File: config.mk
export PLATFORM = sky130hd
export DESIGN_NAME = bcd_countdown_timer
export DESIGN_NICKNAME = d
export VERILOG_FILES = /design/src/rtl/bcd_countdown_timer_pkg.sv /design/src/rtl/bcd_countdown_timer_tick_gen.sv /design/src/rtl/bcd_countdown_timer.sv
export SDC_FILE = /design/constraint.sdc
export NUM_CORES = 1
export LEC_CHECK = 0
export CORE_AREA = 2 2 87 89
export CTS_BUF_LIST = sky130_fd_sc_hd__clkbuf_8
export DETAILED_ROUTE_END_ITERATION = 16
export DIE_AREA = 0 0 89 91
export GPL_ROUTABILITY_DRIVEN = 0
export GPL_TIMING_DRIVEN = 0
export PLACE_DENSITY_LB_ADDON = 0.3
export REMOVE_ABC_BUFFERS = 1
export SYNTH_ARGS = -nofsm -noshare
export SYNTH_HDL_FRONTEND = slang
export SYNTH_SLANG_ARGS = --single-unit
File: constraint.sdc
create_clock -name CLOCK_50 -period 3.4 [get_ports CLOCK_50]
set_clock_uncertainty 0.2 [all_clocks]
set_input_delay 0.68 -clock CLOCK_50 [delete_from_list [all_inputs] [get_ports CLOCK_50]]
set_output_delay 0.68 -clock CLOCK_50 [all_outputs]
set_load 0.01 [all_outputs]
File: src/rtl/bcd_countdown_timer_pkg.sv
// Shared types and constants for the BCD countdown timer.
// State encoding and BCD digit limits.
package bcd_countdown_timer_pkg;

  localparam int BCD_W = 4;
  localparam logic [BCD_W-1:0] BCD_MAX = 4'd9;

  typedef enum logic [1:0] {
    IDLE,
    RUN,
    PAUSE,
    EXPIRED
  } state_t;

endpackage

File: src/rtl/bcd_countdown_timer_tick_gen.sv
// Prescaler for the BCD countdown timer.
// Raises tick on the last cycle of each TICK_DIV-cycle period.
module tick_gen
  import bcd_countdown_timer_pkg::*;
#(
  parameter int TICK_DIV = 50000000
) (
  input  logic CLOCK_50,
  input  logic resetn,
  input  logic enable,
  input  logic clear,
  output logic tick
);

  localparam int CW = $clog2(TICK_DIV);

  logic [CW-1:0] cnt;
  logic          wrap;

  assign wrap = (cnt == CW'(TICK_DIV - 1));
  assign tick = enable && wrap;

  // Period counter; holds its value while disabled so a
  // resumed run finishes the partial period.
  always_ff @(posedge CLOCK_50 or negedge resetn) begin
    if (!resetn) begin
      cnt <= '0;
    end else if (clear) begin
      cnt <= '0;
    end else if (enable) begin
      cnt <= wrap ? '0 : cnt + CW'(1);
    end
  end

endmodule

File: src/rtl/bcd_countdown_timer.sv
// Four-digit BCD countdown timer with load/start/pause strobes.
// Optional warn output when COUNTDOWN_WARN_EN is defined.
module bcd_countdown_timer
  import bcd_countdown_timer_pkg::*;
#(
  parameter int TICK_DIV = 50000000
) (
  input  logic        CLOCK_50,
  input  logic        resetn,
  input  logic        load,
  input  logic [15:0] load_val,
  input  logic        start,
  input  logic        pause,
  output logic [15:0] bcd,
`ifdef COUNTDOWN_WARN_EN
  output logic        warn,
`endif
  output logic        running,
  output logic        expired,
  output logic        done
);

  state_t      st, st_nx;
  logic [15:0] bcd_nx;
  logic [15:0] bcd_dec;
  logic [15:0] bcd_clamp;
  logic        exp_nx;
  logic        tick;

  tick_gen #(
    .TICK_DIV(TICK_DIV)
  ) u_tick (
    .CLOCK_50(CLOCK_50),
    .resetn  (resetn),
    .enable  (st == RUN),
    .clear   (load),
    .tick    (tick)
  );

  // Ripple-borrow BCD decrement: a 0 digit wraps to 9
  // and borrows from the next digit up.
  always_comb begin
    logic brw;
    bcd_dec = bcd;
    brw = 1'b1;
    for (int i = 0; i < 4; i++) begin
      if (brw) begin
        if (bcd[i*BCD_W +: BCD_W] == '0) begin
          bcd_dec[i*BCD_W +: BCD_W] = BCD_MAX;
        end else begin
          bcd_dec[i*BCD_W +: BCD_W] =
            bcd[i*BCD_W +: BCD_W] - BCD_W'(1);
          brw = 1'b0;
        end
      end
    end
  end

  // Saturate non-decimal load digits to 9.
  always_comb begin
    bcd_clamp = load_val;
    for (int i = 0; i < 4; i++) begin
      if (load_val[i*BCD_W +: BCD_W] > BCD_MAX) begin
        bcd_clamp[i*BCD_W +: BCD_W] = BCD_MAX;
      end
    end
  end

  // Next state: load dominates, then tick, pause, start.
  always_comb begin
    st_nx  = st;
    bcd_nx = bcd;
    exp_nx = 1'b0;
    if (load) begin
      st_nx  = IDLE;
      bcd_nx = bcd_clamp;
    end else begin
      if (tick) begin
        bcd_nx = bcd_dec;
        if (bcd_dec == '0) begin
          st_nx  = EXPIRED;
          exp_nx = 1'b1;
        end
      end
      if (st_nx == RUN && pause) begin
        st_nx = PAUSE;
      end else if ((st == IDLE || st == PAUSE)
                   && start && bcd != '0) begin
        st_nx = RUN;
      end
    end
  end

  // State, count and registered status outputs.
  always_ff @(posedge CLOCK_50 or negedge resetn) begin
    if (!resetn) begin
      st      <= IDLE;
      bcd     <= '0;
      expired <= 1'b0;
      running <= 1'b0;
      done    <= 1'b0;
    end else begin
      st      <= st_nx;
      bcd     <= bcd_nx;
      expired <= exp_nx;
      running <= (st_nx == RUN);
      done    <= (st_nx == EXPIRED);
    end
  end

`ifdef COUNTDOWN_WARN_EN
  // Low-count warning while the count is live.
  always_ff @(posedge CLOCK_50 or negedge resetn) begin
    if (!resetn) begin
      warn <= 1'b0;
    end else begin
      warn <= (st_nx == RUN || st_nx == PAUSE)
              && bcd_nx <= 16'h0009;
    end
  end
`endif

endmodule

==> summary.md <==
| Metric | Value |
|---|---|
| GRT overflow | 0 |
| Pre-CTS WS | -994 ps |
| H-tree Lvls | 2 |
| FF+latch area | between 0.001 and 0.0015 mm2 |
| Final Hold Viols | 0 |
| Slowest library cell on the worst path | nor4_1 |
| Die width | 89 um |
| PortBufs | 39 |
| Vias | 2705 |
| Inst Count DP | 444 |
| Die Ht | approximately 91 um |
| Final core utilization | between 40% and 50% |
| CP Max Fanout | 10 |
| Core area | ~0.0071 mm2 |
| Worst vdd ir | 0.139 mV |
| Leading area contributor after synthesis | dfrtp_1 |
| Final worst-path cycle share | about nine tenths |
| Sw Share | 29.4% |
| Synth Flop Type | dfrtp_1 |
| Share of Yosys cell area claimed by the top area cell type | between 40 and 50% |
| CP cell instances | nor4_1 -> nand3_1 -> nor4_1 -> a21boi_0 -> o31a_1 |
| # IOs | 40 |
| Critical path's top delay family | simple AND/OR/NAND/NOR gates |
| Post-synth EDFFs | 0 |
| Antenna Cells | 0 |
| Setup ws final | 289 ps |
| Hpwl dp | 5.12 mm |
| CP Buf/Inv Count | 0 |
| CTS tree | built |
| Clk sinks | 47 |
| Register share of total power | 53.1% |
| Post-CTS setup repair buffer count | 0 |
| Area delta synth->final | 20.6% |
| CP max stage delay | roughly 800 ps |
| Max Freq | 321 MHz |
| Effective utilization at floorplan | between 30 and 40% |
| Final ANT Viol Nets | 0 |
| Combinational share of power | 16.6% |
| Layout Nets | 374 |
| Clock root cell | clkbuf_8 |
| Power Density | 343 mW/mm2 |
| First-pass GRT wire length | 12.4 mm |
| Yosys synthesis warning count | 0 |
| Hold Path Class | in -> async |
| Sum Neg Setup Slack | 0 ps |
| Num CTS Buffers | 5 |
| Routed len/inst | 16.1 um |
| NetSw | 341 uW |
| Slew Viols, Final | 0 |
| Max_slew headroom | 26.1% |
| Static leakage | between 1 and 1.5 nW |
| Vias in the first global route | 2535 |
| Commonest cells in the netlist | dfrtp_1, nor2_1, o21ai_0, nand2_1, a21oi_1 |
| Crit path kind | reg -> reg |
| Post-synth cell types | 54 |
| Fillers | between 700 and 800 |
| GR Util All Layers | 19.1% |
| Full die area | 0.00810 mm2 |
| Share of cells above drive strength 1 | 6.52% |
| Sequential share of the synthesized area | between 40% and 50% |
| #FFs+latches synth | 47 |
| Non-Filler Instances | 452 |
| DR pass1 iterations | 5 |
| Worst EP arrival | 3110 ps |
| FP Rows | 31 |
| Area of the multi-input gates | approximately 0.0015 mm2 |
| Asr flop ratio synth | 100% |
| Reg2reg start | bcd[0]$_DFFE_PN0P_ |
| Vias per cell | roughly 6.0 |
| Clock tree buffer depth | 2 |
| RSZ-0062 raised after global routing | false |
| Clock network fraction of design power | 30.3% |
| Pint | 816 uW |
| Synth Instances | 318 |
| CP startpoint kind | flip-flop |
| Mean Syn Cell Area | 8.78 um2 |
| CP required | 3400 ps |
| Outcome | finished clean |
| Fin crit period | between 3000 and 4000 ps |
| Max_cap viols | 0 |
| Hold Slack | 111 ps |
| Slew @ Worst Pin | 1100 ps |
| Hold Buf Count CTS | 0 |
| Final WL | between 7 and 8 mm |
| Largest net degree at the start of global routing | 30 |
| Clock-pin slew of the registers on the worst-case setup and hold paths | 100 ps |
| Top cell by count, worst path | nor4_1 |
| Area contributors post-synth | dfrtp_1, o21ai_0, nor2_1, a31oi_1, a21oi_1 |
| Most instantiated library cell after synthesis | dfrtp_1 |
| CP endpoint kind | flip-flop |
| Antenna violations before repair | 0 |
| Post-CTS sizing | 2 |
| Start point of the critical path | bcd[0]$_DFFE_PN0P_ |
| Residual DRC count | 0 |
| DR iter-0 viols | between 200 and 250 |
| Syn Std Cell Area | 0.00279 mm2 |
| # setup viols final | 0 |
| Clock latency on the worst-skew pair | 310 ps |
[through the flow]
step	cell area [um2]	power (mW)
floorplan	2730	0.705
finish	3370	1.16
global route	3370	1.22
CTS	3360	1.16
detailed placement	3270	0.818
global placement	3240	0.811
[placed cells by master (no fill, tap or decap), types with 4 or more instances in the layout]
cell type         n
xor2_1            4
dfrtp_1          47
nor4_1            9
o21ai_0          25
o21a_1            4
xnor2_1           8
a31oi_1          16
nand4_1          10
nor2_1           30
o211ai_1          4
inv_1             7
clkdlybuf4s50_1  37
nand3_1           8
nand2_1          21
or3_1             6
a21oi_1          19
nor3_1           15
nor4b_1           5
clkbuf_8          5
or4_1             7
[cell families after synthesis]
family	after synthesis	synth area share (%)
AOI/OAI and AO/OA	99	22.9
muxes	2	0.717
DFF	47	42.1
adders and majority gates	1	0.448
and+or+nand+nor	135	26.7
buffers and inverters	22	3.32
xor gates and xnor gates	12	3.76
[final timing paths]
path,end,slack (ps),cells past startpoint
max in group asynchronous,u_tick.cnt[18]$_DFFE_PN0P_,2370,2
worst max-delay path,bcd[12]$_DFFE_PN0P_,290,5
worst max register to register,bcd[12]$_DFFE_PN0P_,290,5
worst min register to register,u_tick.cnt[24]$_DFFE_PN0P_,300,1
min in group CLOCK_50,u_tick.cnt[24]$_DFFE_PN0P_,300,1
worst min-delay path,bcd[8]$_DFFE_PN0P_,110,1
[layout make-up]
| type | count | share of cell area (%) |
|---|---|---|
| repair buffers | 41 | 12.1 |
| clock inverters | 3 | 0.594 |
| well taps | 99 | 3.68 |
| flip-flops and latches | 47 | 34.9 |
| clock buffers | 5 | 2.04 |
| multi-input cells | 249 | 45.7 |
| inverters | 8 | 0.929 |
[sequential cells by signal (all words and copies together), names as in the netlist]
name and flops:
expired 1, running 1, u_tick.cnt 26, done 1, bcd 16, st 2
[layer usage]
| layer | track usage [%] | share of wire (%) | routed length, um | up-vias |
|---|---|---|---|---|
| li1 | - | - | - | 1292 |
| met1 | 27.8 | 48 | 3520 | 1313 |
| met2 | 29.3 | 46 | 3310 | 93 |
| met3 | 3.27 | 4.8 | 352 | 7 |
| met4 | 4.98 | 1.2 | 88 | 0 |
| met5 | 0 | 0 | 0 | - |
[power groups by stage]
stage / clock network [mW] / registers (mW) / logic, mW
floorplan: 0 / 0.627 / 0.0784
global placement: 0 / 0.625 / 0.186
detailed placement: 0 / 0.625 / 0.192
CTS: 0.357 / 0.614 / 0.193
global route: 0.385 / 0.619 / 0.213
finish: 0.350 / 0.615 / 0.192
[worst register-to-register path, delay by kind of cell, from the launching register on]
kind | cells | cell delay (ps)
simple gates | 3 | 1820
flops | 1 | 490
compound gates | 2 | 490
(Power assumes the default switching activity.)
